$ cat src/rtl/lspc_timer_irq_pkg.sv
// Shared definitions for the LSPC raster timer: register bit positions,
// counter width and the decoded LSPCMODE timer fields.
package neo_lspc_pkg;

   localparam int unsigned LSPC_CNT_W      = 32;

   localparam int unsigned MODE_IRQ_EN_BIT = 4;
   localparam int unsigned MODE_RLD_WR_BIT = 5;
   localparam int unsigned MODE_RLD_VBL_BIT = 6;
   localparam int unsigned MODE_RLD_ZERO_BIT = 7;
   localparam int unsigned STOP_EN_BIT     = 0;

   typedef struct packed {
      logic rld_zero;
      logic rld_vbl;
      logic rld_wr;
      logic irq_en;
   } lspc_mode_t;

   typedef enum logic [1:0] {
      RLD_NONE,
      RLD_CPU,
      RLD_VBLANK,
      RLD_EXPIRY
   } rld_src_t;

   function automatic lspc_mode_t decode_mode(input logic [15:0] d);
      lspc_mode_t m;
      m.irq_en   = d[MODE_IRQ_EN_BIT];
      m.rld_wr   = d[MODE_RLD_WR_BIT];
      m.rld_vbl  = d[MODE_RLD_VBL_BIT];
      m.rld_zero = d[MODE_RLD_ZERO_BIT];
      return m;
   endfunction

endpackage

$ cat src/rtl/lspc_timer_regs.sv
// CPU-visible timer registers: LSPCMODE timer bits, TIMERHIGH/TIMERLOW reload
// and TIMERSTOP. reload_next exposes the value including this cycle's writes.
module lspc_timer_regs
   import neo_lspc_pkg::*;
(
   input  logic        CLK,
   input  logic        nRESET,
   input  logic        WR_MODE,
   input  logic        WR_TIMER_HI,
   input  logic        WR_TIMER_LO,
   input  logic        WR_STOP,
   input  logic [15:0] M68K_DATA,
   output logic        irq_en,
   output logic        rld_wr,
   output logic        rld_vbl,
   output logic        rld_zero,
   output logic        stop_en,
   output logic [31:0] reload,
   output logic [31:0] reload_next
);

   lspc_mode_t mode_q;
   logic       stop_q;
   logic [31:0] reload_q;

   always_comb begin
      reload_next = reload_q;
      if (WR_TIMER_HI) reload_next[31:16] = M68K_DATA;
      if (WR_TIMER_LO) reload_next[15:0]  = M68K_DATA;
   end

   always_ff @(posedge CLK or negedge nRESET) begin
      if (!nRESET) begin
         mode_q   <= '0;
         stop_q   <= 1'b0;
         reload_q <= '0;
      end else begin
         reload_q <= reload_next;
         if (WR_MODE) mode_q <= decode_mode(M68K_DATA);
         if (WR_STOP) stop_q <= M68K_DATA[STOP_EN_BIT];
      end
   end

   assign irq_en   = mode_q.irq_en;
   assign rld_wr   = mode_q.rld_wr;
   assign rld_vbl  = mode_q.rld_vbl;
   assign rld_zero = mode_q.rld_zero;
   assign stop_en  = stop_q;
   assign reload   = reload_q;

endmodule

$ cat src/rtl/lspc_timer_irq.sv
// LSPC programmable raster timer: down-counter on the pixel clock enable with
// reload sources and a one-CLK TIMER_IRQ pulse per expiry.
module lspc_timer_irq
   import neo_lspc_pkg::*;
#(
   parameter int unsigned CNT_W = LSPC_CNT_W
) (
   input  logic             CLK,
   input  logic             nRESET,
   input  logic             PIXEL_CE,
   input  logic             VBL_START,
   input  logic             IN_BORDER,
   input  logic             WR_MODE,
   input  logic             WR_TIMER_HI,
   input  logic             WR_TIMER_LO,
   input  logic             WR_STOP,
   input  logic [15:0]      M68K_DATA,
   output logic             TIMER_IRQ,
   output logic [CNT_W-1:0] TIMER_CNT
);

   logic        irq_en;
   logic        rld_wr;
   logic        rld_vbl;
   logic        rld_zero;
   logic        stop_en;
   logic [31:0] reload;
   logic [31:0] reload_next;

   logic [CNT_W-1:0] counter;
   logic             irq_q;
   logic             tick;
   logic             expiry;
   rld_src_t         rld_src;

   lspc_timer_regs u_regs (
      .CLK         (CLK),
      .nRESET      (nRESET),
      .WR_MODE     (WR_MODE),
      .WR_TIMER_HI (WR_TIMER_HI),
      .WR_TIMER_LO (WR_TIMER_LO),
      .WR_STOP     (WR_STOP),
      .M68K_DATA   (M68K_DATA),
      .irq_en      (irq_en),
      .rld_wr      (rld_wr),
      .rld_vbl     (rld_vbl),
      .rld_zero    (rld_zero),
      .stop_en     (stop_en),
      .reload      (reload),
      .reload_next (reload_next)
   );

   // Mode bits are registered, so an LSPCMODE write in the expiry cycle
   // still sees the previous irq_en/rld_zero here.
   always_comb begin
      tick    = PIXEL_CE && !(stop_en && IN_BORDER);
      expiry  = tick && (counter == '0);
      rld_src = RLD_NONE;
      if (WR_TIMER_LO && rld_wr)   rld_src = RLD_CPU;
      else if (VBL_START && rld_vbl) rld_src = RLD_VBLANK;
      else if (expiry && rld_zero)   rld_src = RLD_EXPIRY;
   end

   // Expiry without rld_zero falls through to the decrement, which wraps 0 to all ones.
   always_ff @(posedge CLK or negedge nRESET) begin
      if (!nRESET) begin
         counter <= '0;
         irq_q   <= 1'b0;
      end else begin
         irq_q <= expiry && irq_en;
         case (rld_src)
            RLD_CPU, RLD_VBLANK, RLD_EXPIRY: counter <= CNT_W'(reload_next);
            default: if (tick) counter <= counter - CNT_W'(1);
         endcase
      end
   end

   assign TIMER_IRQ = irq_q;
   assign TIMER_CNT = counter;

   logic unused_reload;
   assign unused_reload = ^reload;

endmodule

$ cat config.mk
export PLATFORM = sky130hd
export DESIGN_NAME = lspc_timer_irq
export DESIGN_NICKNAME = d
export VERILOG_FILES = /design/src/rtl/lspc_timer_irq_pkg.sv /design/src/rtl/lspc_timer_regs.sv /design/src/rtl/lspc_timer_irq.sv
export SDC_FILE = /design/constraint.sdc
export NUM_CORES = 1
export LEC_CHECK = 0
export ABC_AREA = 1
export BUFFER_PORTS_ARGS = -buffer_cell sky130_fd_sc_hd__buf_4
export CORE_ASPECT_RATIO = 0.7
export CORE_MARGIN = 2
export CORE_UTILIZATION = 35
export DETAILED_ROUTE_END_ITERATION = 12
export GPL_ROUTABILITY_DRIVEN = 0
export GPL_TIMING_DRIVEN = 0
export PLACE_DENSITY_LB_ADDON = 0.12
export REMOVE_ABC_BUFFERS = 1
export SLEW_MARGIN = 20
export SYNTH_ARGS = -nofsm -noshare
export SYNTH_HDL_FRONTEND = slang
export SYNTH_SLANG_ARGS = --single-unit
$ cat constraint.sdc
create_clock -name CLK -period 1.9 [get_ports CLK]
set_clock_uncertainty 0.2 [all_clocks]
set_input_delay 0.19 -clock CLK [delete_from_list [all_inputs] [get_ports CLK]]
set_output_delay 0.19 -clock CLK [all_outputs]
set_load 0.01 [all_outputs]
==> reports/results.tsv, run 1 <==
metric	value	unit
Min Clock Period, post-route	2.02	ns
CTS sink count	70	
number of global-route vias before repair	4139	
DRC Markers	0	
die area	12300	um^2
outcome	finished with violations	
slack of the critical path	-0.116	ns
worst-path cell with the longest stage delay	dfrtp_2	
Inst Count DP	769	
hold path depth	5	
initial antenna violation count	0	
Antenna diodes	0	
post-synthesis cell area	3990	um^2
share of cells above drive strength 1	33.7	%
Buffers on Ports	57	
Power Density	934	nW/um^2
area of the core	11100	um^2
sum of negative setup slack	-2.81	ns
FF-to-FF path depth	11	
Max clock buf depth	2	
DR WL/cell	16.7	um
worst relative slew slack	39.4	%
Setup CP Type	flop to flop	
drt first pass iters	5	
fin crit share	106	%
largest net degree at the start of global routing	71	
WP data arrival	2.05	ns
GRT Overall Usage	24.5	%
CP bufs+invs	2	
root buf cell	clkbuf_16	
fmax	496	MHz
io pins	58	
Worst path top cell family by delay	simple AND/OR/NAND/NOR gates	
Worst VDD drop	0.542	mV
critical-path cell list	nor2_4 > nand2_2 > nor2_4 > nand2_2 > nor2_4 > nand3_4 > buf_12 > nand2_8 > nand2_1 > o21ai_1 > inv_2	
final hold vios	0	
Crit path required time	1.93	ns
Setup crit end kind	flop	
die height	93.4	um
CP max FO	6	
Yosys top cell by area	dfrtp_1	
Synth area leaders	dfrtp_1 44%, nand2_1 17%, nor2_1 8.5%	
DR vias	4379	
Hold WS	0.0276	ns
Yosys cell types	26	
htree depth	3	
HP Class	input port to flop	
Vias/cell	5.04	
Detailed Place HPWL	7930	um
Final nets	737	
Clock Latency Late Sink	0.34	ns
number of CTS-inserted buffers	9	
Reg clk slew, reported paths	0.06	ns
FP Rows	32	
gr ovfl total	0	
P&R area growth vs syn	50.1	%
critical path depth in cells	11	
Cell Count, Final, Fillers Out	869	
Total Wirelength	14500	um
global-route wire length before repair	22800	um
final setup vio count	32	
CTS tree	done	
starting density of the core	36.1	%
syn avg cell area	6.87	um^2
worst slew pin tran	0.909	ns
CP most frequent cell	nor2_4	
Seq/Total Area, Yosys	43.9	%
Max stage delay on crit path	0.43	ns
Cells after Synth	581	
Yosys reg bits	70	
Slew Viols, Final	0	
maxcap violations	0	
Ys Warns	0	
die width	132	um
Initial DRC Count	429	
Final ANT Viol Nets	0	
RSZ-0062 raised after global routing	true	
Pleak	2.78	nW
CP startpoint kind	flop	
top-area cell type share of the netlist area	43.9	%
failing checks	setup timing	
-- Yosys cell counts --
cell type and count:
a21boi_2 1, a21oi_1 32, buf_2 1, buf_4 3, buf_6 3, clkbuf_1 15, dfrtp_1 70, ha_1 1
inv_1 69, inv_2 3, mux2_2 4, nand2_1 181, nand2_2 2, nand3_1 34, nand3_2 1, nand4_1 20
nor2_1 90, nor2_2 3, nor2_4 1, nor3_1 2, o21a_1 2, o21ai_0 29, o21ai_1 8, or2_2 1
xnor2_1 1, xor2_1 4
-- path summary, 6_finish.rpt --
| path | start | slack [ns] | end |
|---|---|---|---|
| max | TIMER_CNT[9]$_DFFE_PN0P_ | -0.12 | TIMER_CNT[0]$_DFFE_PN0P_ |
| min | M68K_DATA[1] | 0.03 | u_regs.reload[1]$_DFF_PN0_ |
| max reg2reg | TIMER_CNT[9]$_DFFE_PN0P_ | -0.12 | TIMER_CNT[0]$_DFFE_PN0P_ |
| min reg2reg | u_regs.reload[26]$_DFF_PN0_ | 0.30 | u_regs.reload[26]$_DFF_PN0_ |
| max in group asynchronous | nRESET | 0.51 | TIMER_CNT[13]$_DFFE_PN0P_ |
| min in group asynchronous | nRESET | 0.32 | TIMER_CNT[1]$_DFFE_PN0P_ |
-- cell families after synthesis --
kind of cell	Yosys count	share of synthesized area (%)
xor gates and xnor gates	5	1.10
adders and majority gates	1	0.313
AOI/OAI and AO/OA	72	9.30
muxes	4	1.13
buffers and inverters	94	9.71
DFF	70	43.9
and+or+nand+nor	335	34.6
-- placed cells by master, fill, tap and decap left out, types with 22 or more instances in the layout --
cell / instances
o21ai_0: 25
nand2_1: 154
nand2_2: 25
dfrtp_1: 48
dfrtp_2: 22
inv_1: 65
a21oi_1: 29
nor2_1: 63
nand3_1: 31
buf_4: 104
-- what timing repair did --
action | in CTS | in global routing
hold buffers | 21 | 0
endpoints found under the hold margin | 92 | 0
setup buffers | 47 | 8
gates cloned | 8 | 0
gates resized for setup | 98 | 35
pin swaps | 23 | 14
setup endpoints to repair | 33 | 33
-- report_power, final --
group | switching, mW | internal [mW]
clock | 0.639 | 1.25
sequential | 0.229 | 1.72
combinational | 0.993 | 0.763
-- stage by stage --
step                utilization [%]  setup WS (ns)  power (mW)  cell area (um^2)
finish                         54.2         -0.116        5.60              5990
global route                   54.2         -0.189        5.86              5990
CTS                            52.6        -0.0621        5.49              5810
detailed placement             40.7          -1.85        3.11              4500
global placement               40.7          -2.05        3.10              4500
floorplan                         -         -0.823        2.56              3880
-- per-layer routing --
metal  part of all wire (%)  track usage, %  vias up
met5                      0               0        -
met4                    2.2            8.97        0
met3                    8.8            6.45       33
met2                     42            35.3      192
met1                     47            35.1     2053
li1                       -               -     2101
-- layout make-up --
type / instances / area [um^2]
clock buffer: 13 / 270
multi-input combinational: 423 / 2280
timing repair buffer: 133 / 1110
fill: 1092 / 5060
tap: 153 / 191
sequential: 70 / 1780
timing repair inverter: 2 / 12.5
inverter: 72 / 280
clock inverter: 3 / 65.1
-- flip-flops by register name (all words and copies together), names as in the netlist --
register and count:
TIMER_CNT 32, u_regs.rld_wr 1, u_regs.irq_en 1, u_regs.reload 32, TIMER_IRQ 1, u_regs.stop_en 1, u_regs.rld_zero 1, u_regs.rld_vbl 1
-- tightest hold or removal path, cell delays in order --
cell and delay, ns:
buf_4 0.08, inv_1 0.04, nand2_1 0.04, o21ai_0 0.12, inv_1 0.07
(Power assumes the default switching activity.)
==> run 2, diff against run 1 <==
- SETUP_SLACK_MARGIN: unset -> 0.2
==> reports/results.tsv, run 2 (synthesis results as in run 1) <==
metric	value	unit
htree depth	3	
CP bufs+invs	2	
most common cell after layout, fill and taps aside	nand2_1	
critical path startpoint	TIMER_CNT[14]$_DFFE_PN0P_	
maxcap violations	0	
die area	12300	um^2
Buffers on Ports	57	
fin crit share	106	%
final hold vios	0	
Power Density	922	nW/um^2
CTS tree	done	
slack of the critical path	-0.119	ns
WP data arrival	2.04	ns
largest net degree at the start of global routing	71	
Total Wirelength	15300	um
Initial DRC Count	483	
global-route wire length before repair	23200	um
Worst path top cell family by delay	simple AND/OR/NAND/NOR gates	
worst slew pin tran	0.905	ns
CP startpoint kind	flop	
FF-to-FF path depth	11	
die width	132	um
FP Rows	32	
Final nets	745	
io pins	58	
fmax	495	MHz
crit path to	TIMER_CNT[21]$_DFFE_PN0P_	
Antenna diodes	0	
number of CTS-inserted buffers	9	
GRT Overall Usage	24.9	%
drt first pass iters	5	
Setup crit end kind	flop	
worst relative slew slack	39.7	%
most frequent cells in the layout	141 x nand2_1, 111 x buf_4, 65 x inv_1	
Min Clock Period, post-route	2.02	ns
Max stage delay on crit path	0.44	ns
critical path depth in cells	11	
Setup CP Type	flop to flop	
DRC Markers	0	
CP max FO	8	
Clock Latency Late Sink	0.34	ns
RSZ-0062 raised after global routing	true	
Reg clk slew, reported paths	0.06	ns
CTS sink count	70	
Worst VDD drop	0.545	mV
worst-path cell with the longest stage delay	dfrtp_2	
Design Power	5.73	mW
Detailed Place HPWL	7930	um
gr ovfl total	0	
failing checks	setup timing	
starting density of the core	36.1	%
share of cells above drive strength 1	37.8	%
area of the core	11100	um^2
P&R area growth vs syn	55.6	%
DR vias	4502	
worst r2r dst	TIMER_CNT[21]$_DFFE_PN0P_	
HP Class	input port to flop	
Cell Count, Final, Fillers Out	877	
Slew Viols, Final	0	
number of global-route vias before repair	4199	
final setup vio count	32	
initial antenna violation count	0	
outcome	finished with violations	
Max clock buf depth	2	
Inst Count DP	769	
critical-path cell list	nor2_4 > nand2_2 > nor2_4 > nand2_2 > nor2_4 > nand3_4 > nand2_8 > buf_12 > inv_16 > nand2_2 > nand3_2	
DR WL/cell	17.4	um
root buf cell	clkbuf_16	
Reg-to-Reg Start	TIMER_CNT[14]$_DFFE_PN0P_	
Vias/cell	5.13	
Final ANT Viol Nets	0	
R2R setup slack	-0.12	ns
die height	93.4	um
Pleak	2.92	nW
Crit path required time	1.92	ns
## run 2: report_power, final
group / switching (mW) / leakage, nW / total, mW / internal [mW]
clock: 0.635 / 0.166 / 1.89 / 1.25
combinational: 1.06 / 1.97 / 1.88 / 0.818
sequential: 0.244 / 0.781 / 1.96 / 1.72
total: 1.94 / 2.92 / 5.73 / 3.79
## run 2: repair_timing
item	4_1_cts	5_1_grt
gates resized for setup	112	59
pin swaps	24	12
buffers inserted	46	16
endpoints found under the setup margin	33	33
hold endpoints to repair	91	0
hold buffers	21	0
gates cloned	9	0
## run 2: metal layers
layer | vias up | global-route usage [%] | part of all wire [%]
met2 | 236 | 36.5 | 42
met5 | - | 0 | 0
met1 | 2099 | 35.4 | 45
li1 | 2112 | - | -
met3 | 55 | 6.12 | 9.6
met4 | 0 | 9.60 | 3.7
## run 2: worst min path at each step
stage / start / to / cells past startpoint
global placement: nRESET / TIMER_CNT[1]$_DFFE_PN0P_ / 1
CTS: M68K_DATA[1] / u_regs.reload[17]$_DFF_PN0_ / 5
global route: IN_BORDER / TIMER_IRQ$_DFF_PN0_ / 4
floorplan: nRESET / TIMER_CNT[0]$_DFFE_PN0P_ / 0
finish: M68K_DATA[1] / u_regs.reload[17]$_DFF_PN0_ / 5
detailed placement: nRESET / u_regs.reload[1]$_DFF_PN0_ / 1
## run 2: area by class of cell
class | count | area [um^2]
Clock inverter | 3 | 65.1
Timing Repair inverter | 3 | 23.8
Inverter | 72 | 294
Tap cell | 153 | 191
Timing Repair Buffer | 140 | 1180
Multi-Input combinational cell | 423 | 2410
Sequential cell | 70 | 1780
Fill cell | 1055 | 4840
Clock buffer | 13 | 270
## run 2: worst reg2reg max path, delay by kind of cell (launching register included)
family	cells	cell delay, ns
buffers and inverters	2	0.21
flip-flops	1	0.44
AND/OR/NAND/NOR	9	1.06
## run 2: stage by stage
step	instance area, um^2	hold slack, ns	util, %	worst slack [ns]	setup TNS [ns]
finish	6210	0.0287	56.2	-0.119	-3.19
global route	6210	0.0559	56.2	-0.203	-4.78
CTS	5880	0.0200	53.2	-0.0670	-1.66
detailed placement	4500	0.182	40.7	-1.85	-57.18
global placement	4500	0.178	40.7	-2.05	-60.08
floorplan	3880	-0.306	-	-0.823	-23.95
